### config.mk
export PLATFORM = sky130hd
export DESIGN_NAME = cache_refill_ctrl
export DESIGN_NICKNAME = d
export VERILOG_FILES = /design/src/rtl/cache_refill_ctrl.sv
export SDC_FILE = /design/constraint.sdc
export NUM_CORES = 1
export LEC_CHECK = 0
export CAP_MARGIN = 20
export CORE_ASPECT_RATIO = 0.7
export CORE_MARGIN = 2
export CORE_UTILIZATION = 33
export DETAILED_ROUTE_END_ITERATION = 8
export PLACE_DENSITY = 0.78
export REMOVE_ABC_BUFFERS = 1
export SYNTH_ARGS = -nofsm -noshare
export SYNTH_HDL_FRONTEND = slang
export SYNTH_SLANG_ARGS = --single-unit
### constraint.sdc
create_clock -name clk -period 1.8 [get_ports clk]
set_clock_uncertainty 0.05 [all_clocks]
set_input_delay 0.36 -clock clk [delete_from_list [all_inputs] [get_ports clk]]
set_output_delay 0.36 -clock clk [all_outputs]
set_load 0.005 [all_outputs]
### src/rtl/cache_refill_ctrl.sv
// -----------------------------------------------------------------------------
// cache_refill_ctrl
//   Miss handler for the 4-way set-associative cache. Detects a miss from the
//   per-way hit vector, stalls the CPU, issues a line-aligned burst read,
//   streams the returned beats into the data array and finally pulses
//   read_main_memory_en so the tag array installs the tag into the LRU way.
//
//   Optional build feature (macro REFILL_TIMEOUT_EN):
//     defined   - a beat-gap watchdog aborts a stalled refill after
//                 TIMEOUT_CYCLES idle cycles in REQ/FILL and pulses refill_err.
//     undefined - no watchdog; refill_err is tied low and the FSM waits
//                 indefinitely for the memory.
// -----------------------------------------------------------------------------
module cache_refill_ctrl #(
    parameter int ADDR_WIDTH     = 32,
    parameter int DATA_WIDTH     = 32,
    parameter int OFFSET_WIDTH   = 4,
    parameter int LINE_WORDS     = 4,
    parameter int WAY_NUM        = 4,
    parameter int TIMEOUT_CYCLES = 255
) (
    input  logic                      clk,
    input  logic                      rst,
    input  logic                      cache_en,
    input  logic                      req_valid,
    input  logic [ADDR_WIDTH-1:0]     req_addr,
    input  logic [WAY_NUM-1:0]        hit_en,
    output logic                      cpu_stall,
    output logic                      mem_rd_req,
    output logic [ADDR_WIDTH-1:0]     mem_rd_addr,
    input  logic                      mem_rd_ack,
    input  logic                      mem_rd_valid,
    input  logic [DATA_WIDTH-1:0]     mem_rd_data,
    output logic                      refill_we,
    output logic [((LINE_WORDS > 1) ? $clog2(LINE_WORDS) : 1)-1:0] refill_word_idx,
    output logic [DATA_WIDTH-1:0]     refill_data,
    output logic                      read_main_memory_en,
    output logic                      refill_err,
    output logic [15:0]               miss_count
);

    localparam int IDX_W = (LINE_WORDS > 1) ? $clog2(LINE_WORDS) : 1;
    localparam logic [IDX_W-1:0] LAST_BEAT = IDX_W'(LINE_WORDS - 1);
    localparam logic [ADDR_WIDTH-1:0] LINE_MASK = {ADDR_WIDTH{1'b1}} << OFFSET_WIDTH;

    // An inconsistent line geometry never starts a refill, so a mis-parameterised
    // instance shows up as a cache that never fills rather than corrupt lines.
    localparam bit CFG_OK = (LINE_WORDS * DATA_WIDTH == (2 ** OFFSET_WIDTH) * 8)
                         && ((LINE_WORDS & (LINE_WORDS - 1)) == 0)
                         && (WAY_NUM > 0)
                         && (TIMEOUT_CYCLES > 0);

    typedef enum logic [1:0] {
        IDLE   = 2'd0,
        REQ    = 2'd1,
        FILL   = 2'd2,
        COMMIT = 2'd3
    } state_t;

    state_t                  state_q, state_d;
    logic [ADDR_WIDTH-1:0]   addr_q;
    logic [IDX_W-1:0]        beat_q, beat_d;
    logic                    miss;
    logic                    timeout;

    // Any nonzero hit vector, even multi-bit, is treated as a hit.
    assign miss = CFG_OK && cache_en && req_valid && (hit_en == '0);

    assign mem_rd_addr     = addr_q;
    assign refill_word_idx = beat_q;

`ifdef REFILL_TIMEOUT_EN
    localparam int GAP_W = ($clog2(TIMEOUT_CYCLES + 1) > 8) ? $clog2(TIMEOUT_CYCLES + 1) : 8;

    logic [GAP_W-1:0] gap_q;
    logic             progress;
    logic             waiting;

    assign waiting  = (state_q == REQ) || (state_q == FILL);
    assign progress = ((state_q == REQ) && mem_rd_ack) || ((state_q == FILL) && mem_rd_valid);
    // Fires on the TIMEOUT_CYCLES-th consecutive cycle without an ack or beat.
    assign timeout  = waiting && !progress && (gap_q == GAP_W'(TIMEOUT_CYCLES - 1));

    // Beat-gap watchdog: counts idle cycles while waiting on the memory.
    always_ff @(posedge clk) begin
        if (rst) begin
            gap_q <= '0;
        end else if (waiting && !progress && !timeout) begin
            gap_q <= gap_q + GAP_W'(1);
        end else begin
            gap_q <= '0;
        end
    end
`else
    assign timeout = 1'b0;
`endif

    // State, beat counter, latched line address and saturating miss counter.
    // NOTE: sequential state uses non-blocking (<=) so every register samples
    // the pre-edge values; blocking here would create order-dependent races.
    always_ff @(posedge clk) begin
        if (rst) begin
            state_q    <= IDLE;
            beat_q     <= '0;
            addr_q     <= '0;
            miss_count <= '0;
        end else begin
            state_q <= state_d;
            beat_q  <= beat_d;
            if ((state_q == IDLE) && miss) begin
                addr_q <= req_addr & LINE_MASK;
                if (miss_count != 16'hFFFF) begin
                    miss_count <= miss_count + 16'd1;
                end
            end
        end
    end

    // Next-state and output decode.
    // NOTE: every output of this block gets a default first so no path leaves
    // a signal unassigned, which would otherwise infer a latch.
    always_comb begin
        state_d             = state_q;
        beat_d              = beat_q;
        cpu_stall           = 1'b0;
        mem_rd_req          = 1'b0;
        refill_we           = 1'b0;
        refill_data         = '0;
        read_main_memory_en = 1'b0;
        refill_err          = 1'b0;

        unique case (state_q)
            IDLE: begin
                cpu_stall = miss;
                if (miss) begin
                    state_d = REQ;
                end
            end

            REQ: begin
                cpu_stall = 1'b1;
                if (timeout) begin
                    refill_err = 1'b1;
                    beat_d     = '0;
                    state_d    = IDLE;
                end else begin
                    mem_rd_req = 1'b1;
                    if (mem_rd_ack) begin
                        beat_d  = '0;
                        state_d = FILL;
                    end
                end
            end

            FILL: begin
                cpu_stall   = 1'b1;
                refill_we   = mem_rd_valid;
                refill_data = mem_rd_data;
                if (timeout) begin
                    refill_err = 1'b1;
                    beat_d     = '0;
                    state_d    = IDLE;
                end else if (mem_rd_valid) begin
                    beat_d = beat_q + IDX_W'(1);
                    if (beat_q == LAST_BEAT) begin
                        state_d = COMMIT;
                    end
                end
            end

            COMMIT: begin
                cpu_stall           = 1'b1;
                read_main_memory_en = 1'b1;
                state_d             = IDLE;
            end

            default: begin
                state_d = IDLE;
            end
        endcase
    end

endmodule

==> impl_metrics.env <==
export IMPL_outcome="finished with violations"
export IMPL_violations="negative setup slack"
export IMPL_die_area_um2=8370
export IMPL_ant_nets=0
export IMPL_path_depth=8
export IMPL_seq_power_share_pct=46.3
export IMPL_grt_pass1_vias=3006
export IMPL_drt_iter0_drc=159
export IMPL_grt_max_degree=30
export IMPL_crit_chain="inv_4, buf_6, buf_6, ha_4, and4_1, and4_1, or4b_4, a21oi_2"
export IMPL_yosys_warnings=0
export IMPL_ys_ff_latch=48
export IMPL_grt_overflow=0
export IMPL_start_util_pct=34.3
export IMPL_powerDensity_nw_per_um2=455
export IMPL_ir_worst_vdd_uv=376
export IMPL_required_ns=2.00
export IMPL_critical_path_class="reg -> reg"
export IMPL_chipHeight_um=77.1
export IMPL_ys_seq_area_share_pct=38.1
export IMPL_final_util_pct=69.8
export IMPL_gp_congestion=0.908
export IMPL_rsz0062_at_grt="true"
export IMPL_finalWorstSetupSlack_ns=-0.125
export IMPL_wire_per_inst_um=16.8
export IMPL_synth_cell_type_count=48
export IMPL_period_share_pct=107
export IMPL_crit_buf_inv=3
export IMPL_antenna_found_initial=0
export IMPL_syn_inst=312
export IMPL_fillers=574
export IMPL_synth_most_common_cell="nand2_1"
export IMPL_start_kind="flip-flop"
export IMPL_crit_path_end_kind="flip-flop"
export IMPL_p_int_w=0.00173
export IMPL_route_detailed_drc=0
export IMPL_coreArea_um2=7350
export IMPL_fmax_mhz=519
export IMPL_p_clk_share_pct=27.2
export IMPL_post_place_ws_ns=-0.440
export IMPL_track_usage_pct=22.7
export IMPL_clk_path_buf_depth=2
export IMPL_worstPathMaxFanout=6
export IMPL_hold_buffers=0
export IMPL_hold_viol=0
export IMPL_antenna_diode_count=0
export IMPL_layout_drive_gt1_share_pct=36.3
export IMPL_core_rowCount=26
export IMPL_wl_um=10300
export IMPL_synthFlopType="dfxtp_1"
export IMPL_hold_depth=2
export IMPL_fp_dieW_um=108
export IMPL_nets=593
export IMPL_areaGrowthSynthToFinish_pct=103
export IMPL_portBuffers=151
export IMPL_synth_top_area_share_pct=38.1
export IMPL_cts_tree="built"
export IMPL_htree_levels=2
export IMPL_synth_common_cells="nand2_1, dfxtp_1, a21oi_1"
export IMPL_cp_top_family="simple AND/OR/NAND/NOR gates"
export IMPL_cts_buffers=5
export IMPL_comb_power_share_pct=26.5
export IMPL_tns_ns=-0.761
export IMPL_p_sw_share_pct=25.9
export IMPL_synth_top_cell_by_area="dfxtp_1"
export IMPL_synth_area_um2=2520
export IMPL_ios=161
export IMPL_p_sw_w=0.000604
export IMPL_cap_violations=0
export IMPL_ys_top_cells_by_area="dfxtp_1, nand2_1, and2_1"
export IMPL_vias=3093
export IMPL_async_flop_share_pct=0
export IMPL_slowest_delay_ns=0.47
export IMPL_avgSynthCellArea_um2=8.08
export IMPL_numClockSinks=48
export IMPL_grt_pass1_wl_um=15100
export IMPL_ff_latch_area_um2=982
export IMPL_clkTransAtPathRegs_ns=0.09
export IMPL_clkLatencyLatePin_ns=0.31
export IMPL_synth_edf_count=0
export IMPL_crit_path_top_delay_cell="or4b_4"
export IMPL_drv_slew=0
export IMPL_multi_input_area_um2=1770
export IMPL_fin_crit_ns=1.93
export IMPL_setup_viol=34
export IMPL_vias_per_cell=5.07
export IMPL_ctsRootBufferMaster="clkbuf_8"
export IMPL_hp_class="reg -> reg"
export IMPL_dr_pass1_iters=4
export IMPL_worstPathArrival_ns=2.12
export IMPL_power_leakage_nw=1.96
export IMPL_hpwlAfterDp_um=6310
export IMPL_reg2reg_depth=8
-- sequential cells by signal, indices dropped and copies added, names as in the netlist --
signal / count
refill_word_idx: 2
mem_rd_addr: 28
state_q: 2
miss_count: 16
-- through the flow --
stage	hold slack (ns)	instance area (µm²)	total power, W	cells
after floorplan	0.379	2410	0.00121	294
after global placement	0.391	4320	0.00153	579
after detailed placement	0.398	4320	0.00154	579
after CTS	0.411	4770	0.00227	610
after global routing	0.427	5130	0.00243	610
final	0.408	5130	0.00233	610
-- routing by layer --
layer / track usage, % / share of wire, % / up-vias
li1: - / - / 1473
met1: 28.9 / 40 / 1474
met2: 37.8 / 50 / 121
met3: 7.06 / 7.1 / 25
met4: 4.62 / 2.4 / 0
met5: 0 / 0 / -
-- kinds of logic after synthesis --
| group | synth area share [%] |
|---|---|
| and+or+nand+nor | 36.4 |
| AOI/OAI and AO/OA | 13.7 |
| DFF | 38.1 |
| buffers and inverters | 5.76 |
| adders and majority gates | 3.47 |
| muxes | 2.38 |
| other | 0.149 |
-- what timing repair did --
action | in CTS | in global routing
buffers inserted | 20 | 2
pin swaps | 25 | 12
gates resized for setup | 207 | 85
setup endpoints to repair | 55 | 57
gates cloned | 5 | 1
-- power by group through the flow --
stage                     Clock [W]  Combinational, W  Sequential [W]
after floorplan                   0          0.000105         0.00111
after global placement            0          0.000427         0.00110
after detailed placement          0          0.000434         0.00110
after CTS                  0.000648          0.000543         0.00108
after global routing       0.000689          0.000657         0.00108
final                      0.000634          0.000618         0.00108
-- worst paths after layout --
path | slack, ns | end | from
max | -0.13 | miss_count[9]$_SDFFE_PP0P_ | state_q[0]$_SDFFE_PP0P_
min | 0.41 | mem_rd_addr[20]$_SDFFE_PP0P_ | mem_rd_addr[20]$_SDFFE_PP0P_
max reg2reg | -0.13 | miss_count[9]$_SDFFE_PP0P_ | state_q[0]$_SDFFE_PP0P_
min reg2reg | 0.41 | mem_rd_addr[20]$_SDFFE_PP0P_ | mem_rd_addr[20]$_SDFFE_PP0P_
-- worst reg2reg max path, stage by stage, from the launching register on --
cell	delay (ns)
dfxtp_2	0.34
inv_4	0.08
buf_6	0.11
buf_6	0.09
ha_4	0.17
and4_1	0.21
and4_1	0.20
or4b_4	0.47
a21oi_2	0.13
-- cell type report --
cell class,count,share of cell area [%]
Timing Repair Buffer,210,42.0
Multi-Input combinational cell,243,34.5
Clock inverter,2,0.244
Tap cell,98,2.39
Clock buffer,5,1.34
Inverter,4,0.342
Sequential cell,48,19.2
-- cell usage in the layout, fill, tap and decap left out, drive strengths merged, types with 5 or more instances in the layout --
cell type / Yosys / routed
clkdlybuf4s50: 0 / 110
nand3: 8 / 9
dlygate4sd2: 0 / 6
o31ai: 6 / 6
nor4: 6 / 6
or4: 5 / 5
clkbuf: 11 / 6
nand4: 7 / 7
and2: 34 / 34
dfxtp: 48 / 48
buf: 11 / 93
nor2: 8 / 8
conb: 1 / 5
mux2: 5 / 5
nor2b: 8 / 8
a21oi: 40 / 40
o21ai: 6 / 6
ha: 7 / 7
nand2: 66 / 66
No activity file was read; power rests on OpenSTA's default activity.
